File: src/rtl/wam_score.sv
// Whack-a-mole scorer: per-channel toggle debounce, hit/miss qualification
// against the mole mask, and a saturating synchronous BCD score counter.
module wam_score #(
    parameter int N_HOLE  = 8,
    parameter int DB_CNT  = 4,
    parameter int N_DIG   = 3,
    parameter int PENALTY = 0
) (
    input  logic                 clk_19,
    input  logic                 clr,
    input  logic [N_HOLE-1:0]    sw,
    input  logic [N_HOLE-1:0]    holes,
    input  logic                 en,
    output logic [N_HOLE-1:0]    hit,
    output logic                 miss,
    output logic [4*N_DIG-1:0]   score,
    output logic                 sat
);

    localparam logic [3:0] DB_LIM = 4'(DB_CNT);

    logic [N_HOLE-1:0]  r_sw_pre;
    logic [N_HOLE-1:0]  r_holes_q;
    logic [N_HOLE-1:0]  r_tap;
    logic [N_HOLE-1:0]  r_hit;
    logic               r_miss;
    logic [3:0]         r_cnt [N_HOLE];
    logic [4*N_DIG-1:0] r_score;

    logic [N_HOLE-1:0]  w_edg;
    logic [N_HOLE-1:0]  w_tap_next;
    logic [3:0]         w_cnt_next [N_HOLE];
    logic [3:0]         w_pop;
    logic               w_pen;
    logic               w_dec;
    logic [3:0]         w_addend;
    logic [4*N_DIG-1:0] w_add_score;
    logic [4*N_DIG-1:0] w_sub_score;
    logic [4*N_DIG-1:0] w_all9;
    logic               w_add_ovf;
    logic               w_sub_unf;
    logic [4*N_DIG-1:0] w_score_next;

    assign w_edg = sw ^ r_sw_pre;

    // Count 0 is idle; 1..DB_CNT is filtering. Any toggle while filtering
    // below the limit aborts, and the toggle that aborts does not restart.
    genvar gi;
    generate
        for (gi = 0; gi < N_HOLE; gi++) begin : g_db
            assign w_tap_next[gi] = (r_cnt[gi] >= DB_LIM);
            assign w_cnt_next[gi] = (r_cnt[gi] == 4'd0) ? (w_edg[gi] ? 4'd1 : 4'd0) :
                                    ((r_cnt[gi] >= DB_LIM) || w_edg[gi]) ? 4'd0 :
                                    r_cnt[gi] + 4'd1;
        end
    endgenerate

    always_comb begin
        w_pop = '0;
        for (int i = 0; i < N_HOLE; i++) begin
            w_pop = w_pop + {3'd0, r_hit[i]};
        end
    end

    // A miss with no hits is a pure decrement; otherwise it just trims the add.
    assign w_pen    = (PENALTY != 0) && r_miss;
    assign w_dec    = w_pen && (w_pop == 4'd0);
    assign w_addend = w_pop - {3'd0, (w_pen && !w_dec)};

    always_comb begin : p_bcd
        logic [4:0] v_sum;
        logic [3:0] v_dig;
        logic       v_carry;
        logic       v_borrow;
        w_add_score = '0;
        w_sub_score = '0;
        w_all9      = '0;
        v_sum       = '0;
        v_dig       = '0;
        v_carry     = 1'b0;
        v_borrow    = 1'b1;
        for (int d = 0; d < N_DIG; d++) begin
            v_dig = r_score[4*d +: 4];
            v_sum = {1'b0, v_dig} + {4'd0, v_carry} + ((d == 0) ? {1'b0, w_addend} : 5'd0);
            if (v_sum > 5'd9) begin
                v_sum   = v_sum - 5'd10;
                v_carry = 1'b1;
            end else begin
                v_carry = 1'b0;
            end
            w_add_score[4*d +: 4] = v_sum[3:0];
            if (v_borrow && (v_dig == 4'd0)) begin
                w_sub_score[4*d +: 4] = 4'd9;
            end else begin
                w_sub_score[4*d +: 4] = v_dig - {3'd0, v_borrow};
                v_borrow = 1'b0;
            end
            w_all9[4*d +: 4] = 4'd9;
        end
        w_add_ovf = v_carry;
        w_sub_unf = v_borrow;
    end

    // Carry out of the top digit clamps high; borrow out clamps at zero.
    always_comb begin
        w_score_next = r_score;
        if (w_dec) begin
            w_score_next = w_sub_unf ? '0 : w_sub_score;
        end else begin
            w_score_next = w_add_ovf ? w_all9 : w_add_score;
        end
    end

    always_ff @(posedge clk_19 or posedge clr) begin
        if (clr) begin
            r_sw_pre  <= '0;
            r_holes_q <= '0;
            r_tap     <= '0;
            r_hit     <= '0;
            r_miss    <= 1'b0;
            r_score   <= '0;
            for (int i = 0; i < N_HOLE; i++) begin
                r_cnt[i] <= '0;
            end
        end else begin
            r_sw_pre  <= sw;
            r_holes_q <= holes;
            r_tap     <= w_tap_next;
            r_cnt     <= w_cnt_next;
            r_hit     <= r_tap & r_holes_q & {N_HOLE{en}};
            r_miss    <= en & (|(r_tap & ~r_holes_q));
            r_score   <= w_score_next;
        end
    end

    assign hit   = r_hit;
    assign miss  = r_miss;
    assign score = r_score;
    assign sat   = (r_score == w_all9);

endmodule

File: config.mk
export PLATFORM = sky130hd
export DESIGN_NAME = wam_score
export DESIGN_NICKNAME = d
export VERILOG_FILES = /design/src/rtl/wam_score.sv
export SDC_FILE = /design/constraint.sdc
export NUM_CORES = 1
export LEC_CHECK = 0
export BUFFER_PORTS_ARGS = -buffer_cell sky130_fd_sc_hd__buf_2
export CORE_MARGIN = 10
export CORE_UTILIZATION = 52
export CTS_CLUSTER_SIZE = 30
export DETAILED_ROUTE_END_ITERATION = 10
export PLACE_DENSITY = 0.72
export SYNTH_ARGS = -nofsm -noshare
export SYNTH_HDL_FRONTEND = slang
export SYNTH_SLANG_ARGS = --single-unit
File: constraint.sdc
create_clock -name clk_19 -period 14.6 [get_ports clk_19]
set_clock_uncertainty 0.2 [all_clocks]
set_input_delay 2.92 -clock clk_19 [delete_from_list [all_inputs] [get_ports clk_19]]
set_output_delay 2.92 -clock clk_19 [all_outputs]
set_load 0.005 [all_outputs]
* Word level (Yosys, flattened, before mapping) *
Cells that the tools add are included.

cells by class
  $add $sub $neg = 21
  $lt $le $gt $ge = 11
  eq/ne operators = 1
  muxes and demuxes = 31
  bitwise gates (word level) = 6
  reductions and logical operators = 17

operators by type and width
  cell                  count
  $mux 4                19
  $add 4x1->4 const B   8
  $ge 4x3->1 const B    8
  $logic_not 4->1       8
  $and 8x8->8           3
  $add 4x1->4           4
  $gt 5x4->1 const B    3
  $eq 12x12->1 const B  1
  $mux 12               1
  $sub 4x4->4 const B   3
  $mux 1                11
  $add 4x1->5           2
  $logic_or 1x1->1      8
  $not 8->8             1
  $reduce_or 8->1       1
  $xor 8x8->8           1
  $add 4x4->5           1
  $add 3x1->4           1
  $add 2x1->3           1
  $add 1x1->2           1
  $and 1x1->1           1

word-level totals
  bits in registers = 77
  input bits = 19
  logic and storage cells = 101

* Longest topological paths before layout *
Gate-level depths: netlist of run 1.

  word-level depth = 17
  gate-level depth with buffers = 22

* Worst setup path after synthesis of run 1 *
No wires, ideal clock.

  path type = register -> register
  from = reg r_hit[0] (netlist: hit[0])
  to = reg r_score[7] (netlist: score[7])
  setup time = 0.126 ns
  data arrival time = 5.523 ns
  data required time = 14.274 ns
  path slack = 8.751 ns
  cell stages (with the launch flop) = 22
  buffers on the path = 1
  clock period less this slack = 5.849 ns
  cell sequence = dfrtp_1 > fa_1 > inv_1 > fa_1 > fa_1 > fa_1 > inv_1 > fa_1 > clkbuf_1 > nor2_1 > o21ai_0 > ha_1 > ha_1 > or2b_2 > a31oi_1 > nor3_1 > ha_1 > ha_1 > or2_2 > a21oi_1 > nor2_1 > a311o_1

on the way
  cells in the longest elaborated chain, start to end = 17
  elaborated cells between the ends (all ways) = 19

RTL lines
  what                         line  RTL
  start: declaration           25    logic [N_HOLE-1:0] r_hit;
  start signal: assignment     130   r_hit <= r_tap & r_holes_q & {N_HOLE{en}};
  $add 1x1->2 *                61    w_pop = w_pop + {3'd0, r_hit[i]};
  $add 2x1->3 *                61
  $add 3x1->4 *                61
  $add 4x1->4 * (4 in series)  61
  $add 4x4->5 *                84    v_sum = {1'b0, v_dig} + {4'd0, v_carry} + ((d == 0) ? {1'b0, w_addend} : 5'd0);
  $gt 5x4->1 *                 85    if (v_sum > 5'd9) begin
  $mux 1 *                     85
  $add 4x1->5 *                84
  $gt 5x4->1                   85
  $mux 1                       85
  $add 4x1->5                  84
  $gt 5x4->1                   85
  $mux 1                       85
  $mux 12 *                    110   w_score_next = w_add_ovf ? w_all9 : w_add_score;
  via w_score_next[7]          42    logic [4*N_DIG-1:0] w_score_next;
  end signal: assignment       132   r_score <= w_score_next;
  end: declaration             28    logic [4*N_DIG-1:0] r_score;

The timed path passes the listed nets; every way through them passes the cells marked *.

* Worst setup path in the final report of run 1 *
Same ends and word-level chain as after synthesis.

==> impl_metrics.json, run 1 <==
{
  "drv_cap": 0,
  "io_buffers": 40,
  "required_ps": 14620,
  "cts_root_buf": "clkbuf_8",
  "worstReg2RegEnd": "score[7]",
  "regToRegStartpoint": "hit[0]",
  "status": "finished, final reports clean",
  "slew_headroom": 0.388,
  "synth.distinct_cells": 49,
  "fp.dieW_um": 103,
  "num_rows": 30,
  "antenna_found_initial": 0,
  "min_path_type": "register to register",
  "yosys-top-cells-area": "dfrtp_1 54%, ha_1 9.8%, inv_1 4.8%",
  "cp.arrival_ps": 6230,
  "drc": 0,
  "async_flop_share": 1.00,
  "syn_inst": 322,
  "htree_levels": 3,
  "dr.pass1.iters": 4,
  "numCtsBuffers": 9,
  "fin_nets": 430,
  "synth_area_um2": 3570,
  "critPathKind": "register to register",
  "min_path_cells": 1,
  "finalCritPeriodShare": 0.425,
  "drtAntennaViolNets": 0,
  "p_clk_frac": 0.221,
  "hold_violations": 0,
  "die_h_um": 103,
  "postLayoutCoreUtil": 0.601,
  "cts_resized": 0,
  "n_fill_cell": 551,
  "synth_flop_cell": "dfrtp_1",
  "grt_overflow": 0,
  "switching_share": 0.345,
  "dieArea_um2": 10600,
  "critPathMaxFanout": 7,
  "peakVddDrop_uv": 64.6,
  "synth_edf_count": 0,
  "gr-usage-all-layers": 0.131,
  "grt_max_degree": 78,
  "cts_tree": "built",
  "io_pins": 41,
  "holdPathEnd": "r_tap[7]",
  "first_iter_violations": 80,
  "period_needed_ps": 6200,
  "clock_latency_ps": 330,
  "p_int_mw": 0.394,
  "slew_violations": 0,
  "diodes": 0,
  "p_per_area_nw_per_um2": 149,
  "layout_common_cells": "77 x dfrtp_1, 45 x inv_1, 40 x buf_2, 29 x nor2_1, 28 x ha_1",
  "finalWirelength_mm": 6.26,
  "rsz0062_at_grt": "false",
  "wire_per_inst_um": 13.6,
  "grt_pass1_vias": 2448,
  "hpwl_mm": 4.84,
  "r2r_setup_slack_ps": 8400,
  "cts_setup_buffers": 0,
  "dp_cells": 447,
  "gp_congestion": 0.887,
  "fmax_mhz": 161,
  "cts.path.max_buffers": 2,
  "viasPerCell": 5.13,
  "combPwrFrac": 0.358,
  "clock-sinks": 77,
  "synth_top_area_frac": 0.540,
  "ys_seq_elements": 77,
  "yosysWarningCount": 0,
  "start_util": 0.531,
  "switchingPower_mw": 0.208,
  "setup-violations-final": 0,
  "rr_worst_depth": 21,
  "clk_pin_slew_ps": 70,
  "stdcell_count": 462,
  "drive_gt1_frac": 0.162,
  "hold_buffers": 0,
  "area_growth_pct": 13.2,
  "avgSynthCellArea_um2": 11.1,
  "min_from": "r_cnt[3]",
  "coreArea_um2": 6720,
  "synth_area_leader_cell": "dfrtp_1",
  "start_kind": "register",
  "timing.setup.tns_ps": 0,
  "ys_seq_area_frac": 0.540,
  "vias": 2369,
  "leakage_nw": 2.15,
  "grt_pass1_wl_mm": 10.9,
  "final_common_cell": "dfrtp_1",
  "cp-end-kind": "register",
  "pwr-share-seq": 0.421,
  "tightest_slew_ps": 918
}
-- how the worst max path moves through the flow --
stage                 from       end  slack [ps]  depth (start not counted)
finish              hit[0]  score[7]        8400                         21
floorplan           hit[0]  score[7]        8750                         21
detailed placement  hit[0]  score[7]        8400                         21
global placement    hit[0]  score[7]        8610                         21
global route        hit[0]  score[3]        7910                         21
CTS                 hit[0]  score[7]        8400                         21
-- worst max-delay path, stage by stage, from the launching register on --
cell and delay [ps]:
dfrtp_1 400, fa_1 550, inv_1 50, fa_1 440, fa_1 510, fa_1 210
inv_1 60, fa_1 440, a21o_1 210, a21oi_1 230, o21ai_0 140, ha_1 250
ha_1 360, or2b_2 310, a31oi_1 260, nor3_1 90, ha_1 240, ha_1 300
or2_2 280, a21oi_1 170, nor2_1 120, a311o_1 280
-- Yosys cell counts (2+ instances only) --
library cell,count
a21oi_1,17
or2_2,3
dfrtp_1,77
inv_1,46
nand2b_1,4
o21ai_0,6
a21o_1,3
and2_1,3
and3_1,22
nor3_1,14
nand3_1,3
ha_1,28
fa_1,5
or3_1,2
xor2_1,9
nor2_1,29
o41a_1,2
nor4b_1,2
a31oi_1,2
o22ai_1,5
xnor2_1,2
nand2_1,7
nor2b_1,5
-- power by group through the flow --
stage | logic (mW) | registers, mW | clock network (mW)
global placement | 0.207 | 0.257 | 0
CTS | 0.216 | 0.254 | 0.138
finish | 0.216 | 0.253 | 0.133
detailed placement | 0.216 | 0.258 | 0
floorplan | 0.166 | 0.254 | 0
global route | 0.249 | 0.256 | 0.147
-- layout make-up --
| class | instances | area (um^2) | share of cell area |
|---|---|---|---|
| timing repair buffer | 41 | 208 | 0.0515 |
| inverter | 46 | 173 | 0.0428 |
| sequential | 77 | 1930 | 0.477 |
| multi-input combinational | 203 | 1470 | 0.364 |
| clock buffer | 13 | 149 | 0.0369 |
| tap | 80 | 100 | 0.0248 |
| clock inverter | 2 | 10.0 | 0.00248 |
-- stage by stage --
step	hold slack (ps)	setup WS (ps)	total power, mW	area (um^2)
floorplan	233	8750	0.420	3590
global placement	252	8610	0.464	3880
detailed placement	254	8400	0.473	3880
CTS	273	8400	0.608	4040
global route	294	7910	0.652	4040
finish	271	8400	0.602	4040
-- cells by family after synthesis --
group,Yosys count,share of synthesized area
AO/OA/AOI/OAI,46,0.0856
XOR/XNOR,11,0.0270
adder cells (fa/ha/maj),33,0.126
buffers and inverters,49,0.0547
flip-flops,77,0.540
multiplexers,1,0.00316
other,1,0.00105
AND/OR/NAND/NOR,104,0.162
-- sequential cells by signal (all words and copies together), names as in the netlist --
name	count
miss	1
hit	8
r_cnt	32
r_sw_pre	8
r_tap	8
r_holes_q	8
score	12
-- metal layers --
metal	vias to the layer above	wire, um	GRT usage
li1	1188	-	-
met1	1130	2810	0.154
met2	41	2970	0.211
met3	10	407	0.0509
met4	0	78	0.0503
met5	-	0	0
No activity file was read; power rests on OpenSTA's default activity.
==> run 2: changes to the inputs <==
Settings changed: ABC_AREA set to 1.
Clock period 14.6 ns to 6.5 ns, I/O delays scaled along.
==> run 2 against run 1 <==
Non-clock buffer count unchanged. Via count decreased by 4.8%. Utilization increased by 1.7 points. Count of clock-buffer cells in the layout decreased by 1. Worst hold slack got worse by 9.5 ps. Register-to-register slack got worse by 7600 ps. Maximum frequency increased by 9.1%. First-iteration DRC count decreased by 30%. Wire length decreased by 9.3%. Highest routed layer unchanged.
==> impl_metrics.json, run 2 <==
{
  "largest_reg_flops": 32,
  "io_buffers": 40,
  "start_util": 0.535,
  "yosysWarningCount": 0,
  "finalWirelength_mm": 5.68,
  "antenna_found_initial": 0,
  "placed_cell_area_um2": 3750,
  "async_flop_share": 1.00,
  "crit_buf_inv": 5,
  "coreArea_um2": 6390,
  "synth_top_area_frac": 0.563,
  "io_pins": 41,
  "multi_input_area_um2": 1210,
  "critical_path.top_delay_family": "adder cells",
  "postLayoutCoreUtil": 0.617,
  "numCtsBuffers": 9,
  "clk_pin_slew_ps": 70,
  "critPathMaxFanout": 8,
  "yosys-top-cells-area": "dfrtp_1 56%, ha_1 10%, inv_1 9.0%",
  "final_common_cell": "inv_1",
  "avgSynthCellArea_um2": 9.91,
  "fin_nets": 456,
  "seq_area_um2": 1930,
  "cts.path.max_buffers": 2,
  "ys_seq_elements": 77,
  "synth.distinct_cells": 23,
  "htree_levels": 3,
  "grtUsageMet2": 0.190,
  "required_ps": 6530,
  "cts_resized": 0,
  "finalCritPeriodShare": 0.875,
  "cts_setup_buffers": 0,
  "grt_pass1_wl_mm": 10.0,
  "setup-violations-final": 0,
  "hpwl_mm": 4.38,
  "synth_area_leader_cell": "dfrtp_1",
  "layout_common_cells": "81 x inv_1, 77 x dfrtp_1, 58 x nor2_1, 40 x buf_2, 35 x nand2_1",
  "clock_latency_ps": 340,
  "num_rows": 29,
  "synth_edf_count": 0,
  "rsz0062_at_grt": "false",
  "wire_per_inst_um": 11.7,
  "grt_pass1_vias": 2312,
  "cp_slowest_stage_delay_ps": 530,
  "synth_area_um2": 3420,
  "fmax_mhz": 176,
  "first_iter_violations": 56,
  "fp.dieW_um": 101,
  "dieArea_um2": 10200,
  "status": "finished, final reports clean",
  "drv_cap": 0,
  "drc": 0,
  "gp_congestion": 0.866,
  "min_path_type": "register to register",
  "met1_usage": 0.146,
  "critPathKind": "register to register",
  "tightest_slew_ps": 908,
  "period_needed_ps": 5690,
  "top_register": "r_cnt",
  "timing.setup.tns_ps": 0,
  "hold_buffers": 0,
  "syn_inst": 345,
  "die_h_um": 101,
  "cp_slowest_cell": "fa_1",
  "slew_headroom": 0.395,
  "grt_max_degree": 78,
  "cp-end-kind": "register",
  "slew_violations": 0,
  "cts_root_buf": "clkbuf_8",
  "ys_top_cells_by_count": "82 x inv_1, 77 x dfrtp_1, 58 x nor2_1",
  "ys_seq_area_frac": 0.563,
  "cp.arrival_ps": 5720,
  "start_kind": "register",
  "drtAntennaViolNets": 0,
  "hold_ws_ps": 261,
  "path_common_cell": "fa_1",
  "clock-sinks": 77,
  "viasPerCell": 4.64,
  "grt_use_met3": 0.0439,
  "gr-usage-all-layers": 0.125,
  "peakVddDrop_uv": 254,
  "dr.pass1.iters": 4,
  "leakage_nw": 2.16,
  "synth_most_common_cell": "inv_1",
  "p_per_area_nw_per_um2": 374,
  "synth_flop_cell": "dfrtp_1",
  "hold_violations": 0,
  "drive_gt1_frac": 0.159,
  "design_area_um2": 3940,
  "n_fill_cell": 534,
  "grt_overflow": 0,
  "area_growth_pct": 15.3,
  "busiest_layer": "met2",
  "cts_tree": "built",
  "vias": 2255,
  "diodes": 0
}
==> run 2: cell count changes after synthesis, moves of 4 or more <==
cell / previous run / this run
inv_1: 46 / 82
nor2_1: 29 / 58
nand2_1: 7 / 35
and3_1: 22 / 0
a21oi_1: 17 / 3
nor3_1: 14 / 0
nand3_1: 3 / 16
nor2b_1: 5 / 0
nand2_2: 0 / 4
nand2b_1: 4 / 0
==> run 2: power breakdown <==
| part | total, mW | internal (mW) | switching (mW) |
|---|---|---|---|
| sequential | 0.596 | 0.544 | 0.0519 |
| clock | 0.348 | 0.187 | 0.161 |
| combinational | 0.532 | 0.215 | 0.317 |
==> run 2: worst paths after layout <==
path | startpoint | end | slack [ps] | cells past startpoint
setup / recovery | hit[0] | score[4] | 810 | 25
hold / removal | r_cnt[10] | r_tap[5] | 260 | 2
setup reg to reg | hit[0] | score[4] | 810 | 25
hold reg to reg | r_cnt[10] | r_tap[5] | 260 | 2
max in group asynchronous | clr | hit[3] | 4490 | 3
min in group asynchronous | clr | r_cnt[12] | 1040 | 3
==> run 2: through the flow <==
step                      cells  total power, mW  worst slack [ps]
final                       486             1.48               811
after detailed placement    470             1.14               802
after global placement      470             1.12               986
after CTS                   486             1.49               795
after floorplan             352            0.994              1110
after global routing        486             1.61               447
==> run 2: worst register-to-register path, stage by stage (launching register included) <==
cell and delay [ps]:
dfrtp_1 400, fa_1 540, inv_1 50, fa_1 500, fa_1 430, fa_1 360
inv_1 110, fa_1 460, inv_1 100, o21ai_1 80, nand3_1 130, nand2_2 90
ha_1 210, ha_1 230, xnor2_2 200, nand2_2 100, a21boi_2 200, inv_1 60
ha_1 210, ha_1 210, xor2_1 180, nor2_1 100, nand2_1 90, nand2_4 120
inv_2 50, or2_1 200
==> run 2: cells by family after synthesis <==
family                     Yosys count  share of synthesized area
and+or+nand+nor                    120                      0.148
buffers and inverters               83                     0.0911
DFF                                 77                      0.563
adders and majority gates           33                      0.132
AOI/OAI and AO/OA                   19                     0.0315
xor gates and xnor gates            12                     0.0329
other                                1                    0.00110
==> run 2: layout make-up <==
type	instances	area share
tap	77	0.0244
sequential	77	0.489
timing repair buffer	41	0.0527
clock buffer	12	0.0368
multi-input combinational	192	0.306
inverter	83	0.0790
clock inverter	4	0.0121
==> run 2: per-layer routing <==
metal | share of wire | up-vias
li1 | - | 1142
met1 | 0.44 | 1051
met2 | 0.46 | 46
met3 | 0.066 | 16
met4 | 0.031 | 0
met5 | 0 | -
==> run 3: changes to the inputs <==
Settings changed: ABC_AREA 1 to unset.
==> run 3 against run 2 <==
First-iteration DRC count rose by 43%. Maximum frequency fell by 5.5%. Non-clock buffer count did not move. Sequential share of layout area fell by 1.9 points. Power fell by 3.5%. Count of clock-buffer cells in the layout fell by 3. Critical path depth fell by 5. Worst hold slack improved by 4.5 ps. Die area rose by 3.4%. Largest cell class unchanged.
==> impl_metrics.json, run 3 (synthesis gave the netlist of run 1 again) <==
{
  "status": "finished, final reports clean",
  "slew_headroom": 0.386,
  "cts.path.max_buffers": 2,
  "postLayoutCoreUtil": 0.610,
  "finalWirelength_mm": 6.30,
  "path_common_cell": "fa_1",
  "crit_buf_inv": 2,
  "gp_congestion": 0.887,
  "grt_overflow": 0,
  "min_path_cells": 1,
  "drive_gt1_frac": 0.188,
  "grt_pass1_wl_mm": 10.8,
  "htree_levels": 3,
  "grt_max_degree": 78,
  "p_int_mw": 0.926,
  "p_per_area_nw_per_um2": 347,
  "io_pins": 41,
  "rsz0062_at_grt": "false",
  "leakage_nw": 2.16,
  "drc": 0,
  "start_util": 0.531,
  "gr-usage-all-layers": 0.130,
  "fin_nets": 430,
  "numCtsBuffers": 9,
  "antenna_found_initial": 0,
  "pwr-share-seq": 0.400,
  "n_fill_cell": 553,
  "clk_pin_slew_ps": 80,
  "tightest_slew_ps": 921,
  "cp_slowest_cell": "fa_1",
  "io_buffers": 40,
  "hold_violations": 0,
  "timing.setup.tns_ps": 0,
  "dr.pass1.iters": 4,
  "p_clk_frac": 0.250,
  "switchingPower_mw": 0.498,
  "vias": 2372,
  "slew_violations": 0,
  "required_ps": 6540,
  "largest_reg_flops": 32,
  "start_kind": "register",
  "critical_path.top_delay_family": "adder cells",
  "fp.dieW_um": 103,
  "setup-violations-final": 0,
  "switching_share": 0.350,
  "coreArea_um2": 6720,
  "drv_cap": 0,
  "cts_root_buf": "clkbuf_8",
  "period_needed_ps": 6020,
  "drtAntennaViolNets": 0,
  "wire_per_inst_um": 13.6,
  "crit_cells": 20,
  "grt_pass1_vias": 2408,
  "critPathKind": "register to register",
  "combPwrFrac": 0.350,
  "diodes": 0,
  "area_growth_pct": 15.0,
  "dieArea_um2": 10600,
  "finalCritPeriodShare": 0.926,
  "layout_common_cells": "77 x dfrtp_1, 45 x inv_1, 40 x buf_2, 29 x nor2_1, 26 x ha_1",
  "cp_slowest_stage_delay_ps": 550,
  "hpwl_mm": 4.82,
  "num_rows": 30,
  "first_iter_violations": 80,
  "peakVddDrop_uv": 167,
  "die_h_um": 103,
  "final_common_cell": "dfrtp_1",
  "rr_worst_depth": 20,
  "min_path_type": "register to register",
  "crit_chain": "fa_1, inv_1, fa_1, fa_1, fa_1, inv_1, fa_2, nor2_1, o21ai_1, ha_2, ha_2, or2b_2, a31oi_2, nor3_1, ha_1, ha_1, or2_2, a21oi_1, nor2_1, a311o_1",
  "viasPerCell": 5.12,
  "critPathMaxFanout": 8,
  "clock-sinks": 77,
  "clock_latency_ps": 350,
  "hold_buffers": 0,
  "cp.arrival_ps": 6060,
  "cts_setup_buffers": 0,
  "cp-end-kind": "register",
  "fmax_mhz": 166,
  "cts_tree": "built",
  "top_register": "r_cnt"
}
[run 3: metrics by stage]
step	total power, mW	hold WS (ps)	area (um^2)	worst slack (ps)	instances
floorplan	0.943	233	3590	651	329
global placement	1.04	252	3880	507	447
detailed placement	1.06	254	3880	285	447
CTS	1.42	271	4080	259	463
global route	1.53	288	4100	55.4	463
finish	1.42	266	4100	478	463
[run 3: layout make-up]
cell class	instances	area (um^2)	share of cell area
clock inverter	7	73.8	0.0180
inverter	46	173	0.0421
timing repair buffer	41	208	0.0507
sequential	77	1930	0.470
tap	80	100	0.0244
clock buffer	9	124	0.0302
multi-input combinational	203	1500	0.365
[run 3: layer usage]
layer | part of all wire | up-vias | global-route usage
li1 | - | 1190 | -
met1 | 0.45 | 1124 | 0.157
met2 | 0.47 | 45 | 0.209
met3 | 0.057 | 13 | 0.0362
met4 | 0.021 | 0 | 0.0674
met5 | 0 | - | 0
[run 3: power by group through the flow]
stage	clock, mW	combinational (mW)	sequential (mW)
after global routing	0.384	0.575	0.575
after detailed placement	0	0.481	0.579
after floorplan	0	0.372	0.571
after global placement	0	0.465	0.577
after CTS	0.364	0.483	0.569
final	0.357	0.499	0.569
[run 3: what timing repair did]
item / in CTS / in global routing
endpoints found under the setup margin: 0 / 10
hold endpoints to repair: 0 / 0
resized for setup: 0 / 7
[run 3: final timing paths]
kind | to | slack [ps] | start
max in group asynchronous | r_cnt[3] | 4480 | clr
worst max-delay path | score[7] | 480 | hit[0]
worst max register to register | score[7] | 480 | hit[0]
min in group asynchronous | r_cnt[13] | 1030 | clr
worst min register to register | r_tap[7] | 270 | r_cnt[3]
worst min-delay path | r_tap[7] | 270 | r_cnt[3]
